<file path="config.mk">
export PLATFORM = sky130hd
export DESIGN_NAME = if_stage
export DESIGN_NICKNAME = d
export VERILOG_FILES = /design/src/rtl/if_stage.sv
export SDC_FILE = /design/constraint.sdc
export NUM_CORES = 1
export LEC_CHECK = 0
export ABC_CLOCK_PERIOD_IN_PS = 6250
export CORE_ASPECT_RATIO = 1.4
export CORE_MARGIN = 2
export CORE_UTILIZATION = 36
export CTS_CLUSTER_SIZE = 30
export DETAILED_ROUTE_END_ITERATION = 16
export PLACE_DENSITY = 0.63
export SYNTH_ARGS = -nofsm -noshare
export SYNTH_HDL_FRONTEND = slang
export SYNTH_SLANG_ARGS = --single-unit
</file>
<file path="constraint.sdc">
create_clock -name clk -period 6.25 [get_ports clk]
set_clock_uncertainty 0.05 [all_clocks]
set_input_delay 0.9375 -clock clk [delete_from_list [all_inputs] [get_ports clk]]
set_output_delay 0.9375 -clock clk [all_outputs]
set_load 0.1 [all_outputs]
</file>
<file path="src/rtl/if_stage.sv">
// Instruction-fetch stage: owns the PC, keeps at most one read outstanding on a
// pipelined instruction bus, and feeds the IF/ID register. Redirects from EX and
// from the trap unit flush the stage; a read that is already in flight when a
// redirect hits is remembered through the drop flag and its response discarded.

package if_stage_pkg;

  typedef struct packed {
    logic valid;
  } if2id_pipeline_ctrl_t;

  typedef struct packed {
    logic [31:0] instruction;
    logic [31:0] pc;
  } if2id_pipeline_data_t;

endpackage

module if_stage
  import if_stage_pkg::*;
#(
  parameter logic [31:0] RESET_VECTOR = 32'h0000_0000
) (
  input  logic                 clk,
  input  logic                 rst,
  input  logic                 if_stall,
  input  logic                 branch_take,
  input  logic [31:0]          branch_target,
  input  logic                 trap_take,
  input  logic [31:0]          trap_pc,
  output logic                 ibus_read,
  output logic [31:0]          ibus_address,
  input  logic                 ibus_waitrequest,
  input  logic                 ibus_readdatavalid,
  input  logic [31:0]          ibus_readdata,
  output if2id_pipeline_ctrl_t if2id_pipeline_ctrl,
  output if2id_pipeline_data_t if2id_pipeline_data
);

  typedef enum logic [0:0] {
    ST_ISSUE = 1'b0,
    ST_WAIT  = 1'b1
  } state_t;

  state_t      r_state;
  state_t      w_state_nxt;
  logic [31:0] r_pc;
  logic [31:0] w_pc_nxt;
  logic [31:0] r_fetch_pc;
  logic [31:0] w_fetch_pc_nxt;
  logic        r_drop;
  logic        w_drop_nxt;
  logic        r_hold_valid;
  logic        w_hold_valid_nxt;
  logic [31:0] r_hold_pc;
  logic [31:0] w_hold_pc_nxt;
  logic [31:0] r_hold_instr;
  logic [31:0] w_hold_instr_nxt;
  logic        r_valid;
  logic        w_valid_nxt;
  logic [31:0] r_out_pc;
  logic [31:0] w_out_pc_nxt;
  logic [31:0] r_out_instr;
  logic [31:0] w_out_instr_nxt;

  logic        w_redirect;
  logic [31:0] w_redirect_pc;
  logic        w_read;
  logic        w_accept;
  logic        w_deliver;

  // Trap redirects outrank branch redirects.
  assign w_redirect    = trap_take | branch_take;
  assign w_redirect_pc = trap_take ? trap_pc : branch_target;

  // A new read goes out from ISSUE, or back-to-back from WAIT in the same cycle
  // the current response is delivered straight into IF/ID. Nothing is requested
  // while the hold buffer is occupied, so it never needs more than one entry.
  assign w_read = ~rst & ~w_redirect & ~r_hold_valid &
                  ((r_state == ST_ISSUE) |
                   ((r_state == ST_WAIT) & ibus_readdatavalid & ~r_drop & ~if_stall));
  assign w_accept  = w_read & ~ibus_waitrequest;
  assign w_deliver = (r_state == ST_WAIT) & ibus_readdatavalid & ~r_drop;

  assign ibus_read                       = w_read;
  assign ibus_address                    = r_pc;
  assign if2id_pipeline_ctrl.valid       = r_valid;
  assign if2id_pipeline_data.pc          = r_out_pc;
  assign if2id_pipeline_data.instruction = r_out_instr;

  // Next-state logic: fetch sequencing, redirect flush, hold buffer and IF/ID load.
  always_comb begin
    w_state_nxt      = r_state;
    w_pc_nxt         = r_pc;
    w_fetch_pc_nxt   = r_fetch_pc;
    w_drop_nxt       = r_drop;
    w_hold_valid_nxt = r_hold_valid;
    w_hold_pc_nxt    = r_hold_pc;
    w_hold_instr_nxt = r_hold_instr;
    w_valid_nxt      = r_valid;
    w_out_pc_nxt     = r_out_pc;
    w_out_instr_nxt  = r_out_instr;

    if (w_redirect) begin
      // Flush wins over stall; any response arriving now is thrown away.
      w_pc_nxt         = w_redirect_pc;
      w_valid_nxt      = 1'b0;
      w_hold_valid_nxt = 1'b0;
      case (r_state)
        ST_WAIT: begin
          if (ibus_readdatavalid) begin
            w_state_nxt = ST_ISSUE;
            w_drop_nxt  = 1'b0;
          end else begin
            // Read still in flight: swallow its response when it shows up.
            w_state_nxt = ST_WAIT;
            w_drop_nxt  = 1'b1;
          end
        end
        ST_ISSUE: begin
          w_state_nxt = ST_ISSUE;
          w_drop_nxt  = 1'b0;
        end
        default: begin
          w_state_nxt = ST_ISSUE;
          w_drop_nxt  = 1'b0;
        end
      endcase
    end else begin
      case (r_state)
        ST_ISSUE: begin
          if (w_accept) begin
            w_fetch_pc_nxt = r_pc;
            w_pc_nxt       = r_pc + 32'd4;
            w_state_nxt    = ST_WAIT;
          end else begin
            w_state_nxt = ST_ISSUE;
          end
        end
        ST_WAIT: begin
          if (!ibus_readdatavalid) begin
            w_state_nxt = ST_WAIT;
          end else if (r_drop) begin
            w_drop_nxt  = 1'b0;
            w_state_nxt = ST_ISSUE;
          end else if (w_accept) begin
            w_fetch_pc_nxt = r_pc;
            w_pc_nxt       = r_pc + 32'd4;
            w_state_nxt    = ST_WAIT;
          end else begin
            w_state_nxt = ST_ISSUE;
          end
        end
        default: begin
          w_state_nxt = ST_ISSUE;
          w_drop_nxt  = 1'b0;
        end
      endcase

      if (w_deliver) begin
        if (if_stall) begin
          w_hold_valid_nxt = 1'b1;
          w_hold_pc_nxt    = r_fetch_pc;
          w_hold_instr_nxt = ibus_readdata;
        end else begin
          w_valid_nxt     = 1'b1;
          w_out_pc_nxt    = r_fetch_pc;
          w_out_instr_nxt = ibus_readdata;
        end
      end else if (!if_stall) begin
        if (r_hold_valid) begin
          w_valid_nxt      = 1'b1;
          w_out_pc_nxt     = r_hold_pc;
          w_out_instr_nxt  = r_hold_instr;
          w_hold_valid_nxt = 1'b0;
        end else begin
          w_valid_nxt = 1'b0;
        end
      end else begin
        w_valid_nxt = r_valid;
      end
    end
  end

  // Control state register with synchronous reset.
  always_ff @(posedge clk) begin
    if (rst) begin
      r_state      <= ST_ISSUE;
      r_pc         <= RESET_VECTOR;
      r_drop       <= 1'b0;
      r_hold_valid <= 1'b0;
      r_valid      <= 1'b0;
    end else begin
      r_state      <= w_state_nxt;
      r_pc         <= w_pc_nxt;
      r_drop       <= w_drop_nxt;
      r_hold_valid <= w_hold_valid_nxt;
      r_valid      <= w_valid_nxt;
    end
  end

  // Data-path registers; qualified by their valid bits, so no reset is needed.
  always_ff @(posedge clk) begin
    r_fetch_pc   <= w_fetch_pc_nxt;
    r_hold_pc    <= w_hold_pc_nxt;
    r_hold_instr <= w_hold_instr_nxt;
    r_out_pc     <= w_out_pc_nxt;
    r_out_instr  <= w_out_instr_nxt;
  end

endmodule
</file>
==> results of run 1 <==
## placed cells by master, fill, tap and decap left out, drive strengths merged, types with 9 or more instances in the layout
master / count
a21oi: 26
dfxtp: 36
clkdlybuf4s50: 199
o21ai: 14
buf: 9
clkbuf: 18
nor2: 26
nand3: 16
nor3: 16
inv: 15
nand2: 212
o221ai: 11
edfxtp: 160
o22ai: 9
## cell families (layout without fill, tap and decap cells)
kind of cell    after synthesis  count (layout)  share of synthesized area, %
simple gates                312             312                          17.4
fa+ha+maj                     3               3                         0.467
compound gates              109             109                          10.0
buf+inv                      43             250                          2.35
xor+xnor                      3               3                         0.327
flops                       196             196                          68.7
mux                           6               6                         0.747
## per-layer routing
metal / vias up / share of wire, %
met2: 237 / 52
met4: 0 / 2.3
met3: 26 / 5.6
met5: - / 0
li1: 2846 / -
met1: 2769 / 41
## stage by stage
step / setup slack [ns] / utilization [%] / hold slack (ns)
floorplan: 1.66 / - / 0.376
global route: 2.24 / 49.9 / 0.410
global placement: 2.15 / 47.3 / 0.380
detailed placement: 2.10 / 47.3 / 0.384
CTS: 2.39 / 49.9 / 0.399
finish: 2.41 / 49.9 / 0.400
## worst max path at each step
| stage | startpoint | to | slack, ns | cells after the start |
|---|---|---|---|---|
| 2_1_floorplan | trap_take | r_out_instr[0] | 1.66 | 4 |
| 3_3_place_gp | ibus_readdatavalid | r_out_pc[17] | 2.15 | 8 |
| 3_5_place_dp | ibus_readdatavalid | r_out_pc[17] | 2.10 | 8 |
| 4_1_cts | ibus_readdatavalid | ibus_read | 2.39 | 8 |
| 5_1_grt | ibus_readdatavalid | ibus_address[20] | 2.24 | 13 |
| 6_report | ibus_readdatavalid | ibus_read | 2.41 | 8 |
## area by class of cell
type	instances	area share, %
Inverter	10	0.344
Clock inverter	14	1.13
Sequential cell	196	50.7
Clock buffer	18	4.03
Tap cell	297	3.41
Multi-Input combinational cell	433	21.5
Timing Repair Buffer	208	18.9
## flip-flops by register name, summed over array words and instances, names as in the netlist
signal,cells
r_drop,1
r_out_pc,32
r_hold_valid,1
r_state,1
r_hold_instr,32
ibus_address,32
r_hold_pc,32
r_fetch_pc,32
if2id_pipeline_ctrl,1
r_out_instr,32
## worst register-to-register path, stage by stage, from the launching register on
cell and delay (ns):
dfxtp_1 0.38, inv_1 0.12, or3_2 0.45, inv_2 0.08, ha_1 0.14, nand2b_1 0.16
o2111ai_4 0.12, buf_4 0.26, inv_2 0.48, buf_4 0.41, nor2_1 0.11, o21ai_0 0.20
a21oi_1 0.09
## power breakdown
| part | leakage, uW | switching [uW] | internal, uW | total (uW) |
|---|---|---|---|---|
| registers | 0.00175 | 36.9 | 1430 | 1460 |
| logic | 0.00184 | 206 | 118 | 323 |
| clock network | 0.000264 | 504 | 534 | 1040 |
==> metrics.csv, run 1 <==
metric;value;unit
launch point of the worst reg-to-reg path;r_state;
area overhead of the layout relative to synthesis;35.5;%
Fin Setup TNS;0;ns
largest cells by area after synthesis;edfxtp_1 (60%), nand2_1 (9.8%), dfxtp_1 (9.0%);
status;finished, final reports clean;
area of the multi-input gates;0.00234;sq mm
RSZ-0062 raised after global routing;false;
WP data required;5.26;ns
drc violations;0;
Leakage;0.00385;uW
kind of end point of the critical path;output port;
Starting Density;36.8;%
number of gates resized after cts;0;
most frequent cell after synthesis;nand2_1;
top achievable clock speed;0.261;GHz
buffer depth of the longest clock path;2;
Critical Path Start Type;input port;
count of endpoints failing hold in the final timing report;0;
average via count per standard cell;5.00;
CP max-delay cell;clkdlybuf4s50_1;
antenna viol nets, final;0;
count of buffers from port buffering;200;
Clock Pin Slew Worst Setup and Hold Paths;0.07;ns
HPWL after detailed placement;13700;um
flip-flop and latch count after synthesis;196;
first drt pass iteration count;5;
count of endpoints failing setup in the final report;0;
total gr overflow;0;
Cell Rows;64;
GR Util met1;21.8;%
crit path kind;input port to output port;
Hold Path Sink;r_hold_pc[24];
cts hold-fix bufs;0;
portion of synthesized cell area occupied by the leading cell type;59.7;%
final worst path period need;3.84;ns
Slew Limit Fails;0;
number of standard cells in the final layout excluding fillers;1176;
CP max FO;3;
Distinct cells, synth;63;
Register-to-Register Path Depth;12;
Post-CTS Repair Setup Buffers;0;
CTS tree;yes;
number of nets in the layout;972;
area inside the core boundary;0.0219;sq mm
Total Wirelength;20100;um
maximum resistive drop on vdd;185;uV
clock network latency to the later pin of the worst-skew pair;0.42;ns
Final Cell Area;0.0109;sq mm
Sink Count;196;
GRT Max-Usage Layer;met2;
Least-Margin Pin Slew;1.07;ns
die width;130;um
GRT Overall Usage;17.4;%
met2 global-route usage;29.6;%
met3 demand-to-capacity share in global routing;3.44;%
number of vias after detailed routing;5878;
Buf+Inv Stages, Crit Path;4;
fraction of final layout cells sized beyond drive strength 1;7.17;%
Largest delay share family, worst path;buffers and inverters;
most numerous cell types in the synthesized netlist;nand2_1 (211), edfxtp_1 (160), dfxtp_1 (36), a21oi_1 (26), nor2_1 (26);
delay contributed by the slowest stage of the critical path;0.47;ns
gp weighted congestion;0.868;
Inserted Clock Buffers;17;
data arrival time at the worst-slack endpoint;2.85;ns
via count of the first global-routing pass;5711;
combined area of all synthesized cells;0.00804;sq mm
total number of yosys warnings;0;
cell type with the highest aggregate area in the netlist;edfxtp_1;
Total Die Area;0.0236;sq mm
instance area at placement;0.0103;sq mm
largest net degree at the start of global routing;68;
total inserted antenna cells;0;
maximum level of the CTS H-tree;4;
Final period util;61.4;%
power density of the placed cells;259;mW/mm^2
Mean Syn Cell Area;12.0;sq um
capture point of the worst reg-to-reg path;ibus_address[20];
Die Y;181;um
Design Power;2820;uW
reg-to-reg setup timing slack;3.09;ns
proportion of synthesized flip-flops having asynchronous set or reset;0;%
first-iteration detailed-routing DRC count;375;
fillers;1927;
classification of the worst-slack hold path;register to register;
buffer cell driving the clock tree root;clkbuf_16;
IO Count;201;
number of synthesized flops with an enable pin;160;
cell chain of the critical path;clkdlybuf4s50_1 -> inv_1 -> or3_2 -> inv_2 -> ha_1 -> nand2b_1 -> and2_1 -> buf_4;
average routed wire per standard cell;17.1;um
global-route wire length before repair;31400;um
dominant synthesized flop cell;edfxtp_1;
number of antenna violations at the first check in global routing;0;
register area share after synthesis;68.7;%
Placed Cells;1144;
net count of the mapped netlist;778;
register cell area after layout;0.00553;sq mm
start point of the worst hold path;r_fetch_pc[24];
instance count along the most critical hold path;0;
worst max-slew margin expressed relative to the limit;28.6;%
post-synthesis cell count;672;
Max Cap Viol;0;
Power figures use the tool's default switching activity.
==> run 2: changes to the inputs <==
Settings changed: ABC_CLOCK_PERIOD_IN_PS 6250 to 3200.
Clock period 6.25 ns to 3.2 ns, I/O delays scaled along.
==> run 2 against run 1 <==
  * Sequential power up 96%
  * Critical path depth is the same
  * Largest power group unchanged
  * Hold slack improved by 0.00098 ns
  * Non-clock buffer count up 20
  * Largest cell class unchanged
  * Sequential share of layout area shrank 0.30 points
  * Worst setup slack got worse by 2.1 ns
  * Final area grew 0.59%
  * Combinational power increased by 96%
  * Total power grew 99%
  * Global-route usage is 0.54 points higher
==> metrics.csv, run 2 (synthesis gave the netlist of run 1 again) <==
metric;value;unit;change
fillers;1950;;was 1,927
GR Util met1;22.9;%;was 21.8%
final worst path period need;2.88;ns;
top library cells by usage in the layout, fill and taps aside;nand2_1 (211), edfxtp_1 (160), clkdlybuf4s50_1 (116);;was nand2_1 (211), clkdlybuf4s50_1 (199), edfxtp_1 (160)
top achievable clock speed;0.347;GHz;
HPWL after detailed placement;14700;um;was 13,700 um
total gr overflow;0;;unchanged
worst max-slew margin expressed relative to the limit;35.5;%;was 28.6%
Inserted Clock Buffers;17;;unchanged
global-route wire length before repair;32200;um;was 31,400 um
drc violations;0;;unchanged
Leakage;0.00408;uW;was 0.00385 uW
kind of end point of the critical path;output port;;unchanged
number of vias after detailed routing;5918;;was 5,878
maximum resistive drop on vdd;399;uV;was 185 uV
count of buffers from port buffering;200;;unchanged
Register-to-Register Path Depth;11;;was 12
number of nets in the layout;992;;was 972
met2 global-route usage;29.8;%;was 29.6%
Total Die Area;0.0236;sq mm;unchanged
first-iteration detailed-routing DRC count;413;;was 375
Die Y;181;um;unchanged
Total Wirelength;20800;um;was 20,100 um
instance count along the most critical hold path;0;;unchanged
Max Cap Viol;0;;unchanged
CP max FO;3;;unchanged
Sink Count;196;;unchanged
fraction of final layout cells sized beyond drive strength 1;18.5;%;was 7.17%
number of gates resized after cts;0;;unchanged
count of endpoints failing hold in the final timing report;0;;unchanged
number of antenna violations at the first check in global routing;0;;unchanged
clock network latency to the later pin of the worst-skew pair;0.44;ns;was 0.42 ns
area inside the core boundary;0.0219;sq mm;unchanged
first drt pass iteration count;5;;unchanged
die width;130;um;unchanged
largest net degree at the start of global routing;65;;was 68
IO Count;201;;unchanged
CTS tree;yes;;unchanged
Fin Setup TNS;0;ns;unchanged
met3 demand-to-capacity share in global routing;3.88;%;was 3.44%
status;finished, final reports clean;;unchanged
average routed wire per standard cell;17.4;um;was 17.1 um
Starting Density;36.8;%;unchanged
gp weighted congestion;0.852;;was 0.868
data arrival time at the worst-slack endpoint;2.35;ns;was 2.85 ns
count of endpoints failing setup in the final report;0;;unchanged
instance area at placement;0.0104;sq mm;was 0.0103 sq mm
classification of the worst-slack hold path;register to register;;unchanged
WP data required;2.67;ns;was 5.26 ns
via count of the first global-routing pass;5812;;was 5,711
GRT Overall Usage;18.0;%;was 17.4%
most common library cell in the layout ignoring fill and taps;nand2_1;;unchanged
average via count per standard cell;4.95;;was 5.00
Final period util;90.0;%;
buffer depth of the longest clock path;2;;unchanged
Final Cell Area;0.0110;sq mm;was 0.0109 sq mm
power density of the placed cells;511;mW/mm^2;was 259 mW/mm^2
area overhead of the layout relative to synthesis;36.3;%;was 35.5%
crit path kind;input port to output port;;unchanged
Cell Rows;64;;unchanged
Least-Margin Pin Slew;0.965;ns;was 1.07 ns
buffer cell driving the clock tree root;clkbuf_16;;unchanged
cts hold-fix bufs;0;;unchanged
Slew Limit Fails;0;;unchanged
total inserted antenna cells;0;;unchanged
Post-CTS Repair Setup Buffers;0;;unchanged
maximum level of the CTS H-tree;4;;unchanged
antenna viol nets, final;0;;unchanged
RSZ-0062 raised after global routing;false;;unchanged
Critical Path Start Type;input port;;unchanged
Clock Pin Slew Worst Setup and Hold Paths;0.07;ns;about the same
GRT Max-Usage Layer;met2;;unchanged
## run 2: cell count changes in the layout (fill, tap and decap cells not counted), sizes merged
cell / before / now
bufinv: 0 / 1
clkinv: 5 / 3
clkbuf: 18 / 19
inv: 15 / 17
clkdlybuf4s50: 199 / 116
clkinvlp: 4 / 2
buf: 9 / 112
## run 2: where the power goes
group	internal (uW)	total [uW]	switching [uW]
registers	2780	2860	72.4
logic	227	634	407
clock network	1130	2110	989
## run 2: routing by layer
metal	routed length (um)	share of wire, %
met2	10500	50
met5	0	0
met1	8550	41
met3	1300	6.2
met4	498	2.4
## run 2: critical path: stages
cell             delay (ns)
clkdlybuf4s50_1        0.50
inv_1                  0.08
or3_2                  0.48
inv_2                  0.07
ha_1                   0.13
nand2b_1               0.15
and2_1                 0.25
buf_12                 0.20
## run 2: path summary, 6_finish.rpt
check / from / to / slack, ns
setup / recovery: ibus_readdatavalid / ibus_read / 0.32
hold / removal: r_fetch_pc[12] / r_hold_pc[12] / 0.40
setup reg to reg: r_state / ibus_address[26] / 0.65
hold reg to reg: r_fetch_pc[12] / r_hold_pc[12] / 0.40
## run 2: cell type report
type / instances / area [sq um] / share of cell area [%]
Sequential cell: 196 / 5530 / 50.4
Clock inverter: 13 / 140 / 1.28
Timing Repair Buffer: 228 / 2100 / 19.2
Tap cell: 297 / 372 / 3.39
Multi-Input combinational cell: 433 / 2340 / 21.4
Clock buffer: 19 / 443 / 4.04
Inverter: 10 / 37.5 / 0.342
## run 2: per-stage QoR
stage	total power [uW]	worst slack [ns]	hold WS, ns	instances	utilization, %
6_report	5610	0.321	0.401	1196	50.1
5_1_grt	5790	0.201	0.406	1196	50.1
4_1_cts	5650	0.296	0.400	1196	50.1
3_5_place_dp	3550	0.0593	0.381	1164	47.5
3_3_place_gp	3550	0.0996	0.379	1164	47.5
2_1_floorplan	3270	0.0270	0.376	672	-
==> run 3: changes to the inputs <==
Settings changed: CORE_UTILIZATION 36 to 23, PLACE_DENSITY 0.63 to 0.44.
==> run 3 against run 2 <==
  * Hold slack better by 0.00055 ns
  * Wire length increased by 21%
  * Die area grew 55%
  * Clock-buffer cell count increased by 4
  * Sequential cell count is the same
  * Critical path type unchanged
==> metrics.csv, run 3 (synthesis gave the netlist of run 1 again) <==
metric;value;unit;change
crit path kind;input port to output port;;unchanged
Least-Margin Pin Slew;0.964;ns;was 0.965 ns
number of nets in the layout;993;;was 992
final critical-path setup slack;0.390;ns;was 0.321 ns
maximum resistive drop on vdd;327;uV;was 399 uV
first drt pass iteration count;4;;was 5
maximum level of the CTS H-tree;4;;unchanged
classification of the worst-slack hold path;register to register;;unchanged
most common library cell in the layout ignoring fill and taps;nand2_1;;unchanged
Largest delay share family, worst path;simple AND/OR/NAND/NOR gates;;unchanged
clock network latency to the later pin of the worst-skew pair;0.45;ns;was 0.44 ns
count of endpoints failing hold in the final timing report;0;;unchanged
Register-to-Register Path Depth;11;;unchanged
drc violations;0;;unchanged
Hold WS;0.401;ns;about the same
Total Wirelength;25200;um;was 20,800 um
worst max-slew margin expressed relative to the limit;35.6;%;was 35.5%
delay contributed by the slowest stage of the critical path;0.47;ns;was 0.50 ns
GRT Max-Usage Layer;met2;;unchanged
top achievable clock speed;0.356;GHz;was 0.347 GHz
RSZ-0062 raised after global routing;false;;unchanged
fraction of final layout cells sized beyond drive strength 1;18.7;%;was 18.5%
first-iteration detailed-routing DRC count;379;;was 413
Post-CTS Repair Setup Buffers;0;;unchanged
Total Die Area;0.0365;sq mm;was 0.0236 sq mm
buffer depth of the longest clock path;2;;unchanged
Critical Path Start Type;input port;;unchanged
Placed Cells;1324;;was 1,164
antenna viol nets, final;0;;unchanged
gp weighted congestion;0.758;;was 0.852
WP data required;2.67;ns;about the same
CTS tree;yes;;unchanged
CP max-delay cell;clkdlybuf4s50_1;;unchanged
kind of end point of the critical path;output port;;unchanged
data arrival time at the worst-slack endpoint;2.28;ns;was 2.35 ns
area inside the core boundary;0.0347;sq mm;was 0.0219 sq mm
pre-CTS setup slack;0.0296;ns;was 0.0593 ns
Max Cap Viol;0;;unchanged
HPWL after detailed placement;18200;um;was 14,700 um
count of endpoints failing setup in the final report;0;;unchanged
IO Count;201;;unchanged
top library cells by usage in the layout, fill and taps aside;nand2_1 (211), edfxtp_1 (160), buf_4 (112);;was nand2_1 (211), edfxtp_1 (160), clkdlybuf4s50_1 (116)
met2 global-route usage;24.4;%;was 29.8%
number of vias after detailed routing;5888;;was 5,918
total gr overflow;0;;unchanged
Hold Path Sink;r_hold_pc[28];;was r_hold_pc[12]
GRT Overall Usage;14.1;%;was 18.0%
average routed wire per standard cell;18.6;um;was 17.4 um
start point of the worst hold path;r_fetch_pc[28];;was r_fetch_pc[12]
Fin Setup TNS;0;ns;unchanged
instance count along the most critical hold path;0;;unchanged
Buf+Inv Stages, Crit Path;4;;unchanged
number of gates resized after cts;0;;unchanged
die width;162;um;was 130 um
Sink Count;196;;unchanged
Final period util;87.8;%;was 90.0%
final worst path period need;2.81;ns;was 2.88 ns
power density of the placed cells;514;mW/mm^2;was 511 mW/mm^2
Inserted Clock Buffers;17;;unchanged
total inserted antenna cells;0;;unchanged
reg-to-reg setup timing slack;0.60;ns;was 0.65 ns
met3 demand-to-capacity share in global routing;3.09;%;was 3.88%
number of antenna violations at the first check in global routing;0;;unchanged
count of buffers from port buffering;200;;unchanged
Slew Limit Fails;0;;unchanged
GR Util met1;17.4;%;was 22.9%
Die Y;225;um;was 181 um
status;finished, final reports clean;;unchanged
buffer cell driving the clock tree root;clkbuf_16;;unchanged
fillers;3588;;was 1,950
capture point of the worst reg-to-reg path;ibus_address[26];;unchanged
Starting Density;23.2;%;was 36.8%
CP max FO;3;;unchanged
cell chain of the critical path;clkdlybuf4s50_1 -> inv_1 -> or3_2 -> inv_2 -> ha_1 -> nand2b_1 -> and2_1 -> buf_12;;unchanged
largest net degree at the start of global routing;65;;unchanged
Clock Pin Slew Worst Setup and Hold Paths;0.07;ns;about the same
number of standard cells in the final layout excluding fillers;1356;;was 1,196
global-route wire length before repair;37900;um;was 32,200 um
cts hold-fix bufs;0;;unchanged
average via count per standard cell;4.34;;was 4.95
launch point of the worst reg-to-reg path;r_state;;unchanged
area overhead of the layout relative to synthesis;38.6;%;was 36.3%
Leakage;0.00408;uW;about the same
via count of the first global-routing pass;5875;;was 5,812
Cell Rows;81;;was 64
[run 3: metal layers]
metal | wire, um | vias to the layer above
li1 | - | 2887
met3 | 1210 | 20
met2 | 13100 | 184
met4 | 362 | 0
met1 | 10600 | 2797
met5 | 0 | -
[run 3: how the worst max path moves through the flow]
stage                                   from          endpoint  cells past startpoint
final                     ibus_readdatavalid         ibus_read                      8
after CTS                 ibus_readdatavalid         ibus_read                      8
after global routing      ibus_readdatavalid         ibus_read                      8
after floorplan                    trap_take    r_out_instr[0]                      4
after global placement    ibus_readdatavalid  ibus_address[26]                     12
after detailed placement  ibus_readdatavalid  ibus_address[28]                     11
[run 3: area by class of cell]
| class | instances | area, sq um | area share (%) |
|---|---|---|---|
| clock buffer | 23 | 468 | 4.20 |
| clock inverter | 9 | 129 | 1.16 |
| inverter | 10 | 37.5 | 0.337 |
| multi-input combinational | 433 | 2340 | 21.0 |
| sequential | 196 | 5530 | 49.6 |
| tap | 456 | 571 | 5.12 |
| timing repair buffer | 229 | 2070 | 18.6 |
[run 3: through the flow]
step,util [%],cell area [sq um],power [uW]
finish,32.2,11100,5730
global route,32.2,11100,5930
CTS,32.2,11100,5820
detailed placement,30.4,10500,3580
global placement,30.4,10500,3570
floorplan,-,8060,3270
[run 3: worst reg2reg max path: cells and delay by family, from the launching register on]
| kind | cells | cell delay [ns] |
|---|---|---|
| adder cells (fa/ha/maj) | 1 | 0.12 |
| AO/OA/AOI/OAI | 2 | 0.36 |
| buffers and inverters | 4 | 0.64 |
| AND/OR/NAND/NOR | 4 | 0.98 |
| flip-flops | 1 | 0.38 |
[run 3: power by group]
group	total, uW	switching [uW]	internal [uW]
combinational	654	424	231
sequential	2860	71.2	2780
clock	2220	951	1270
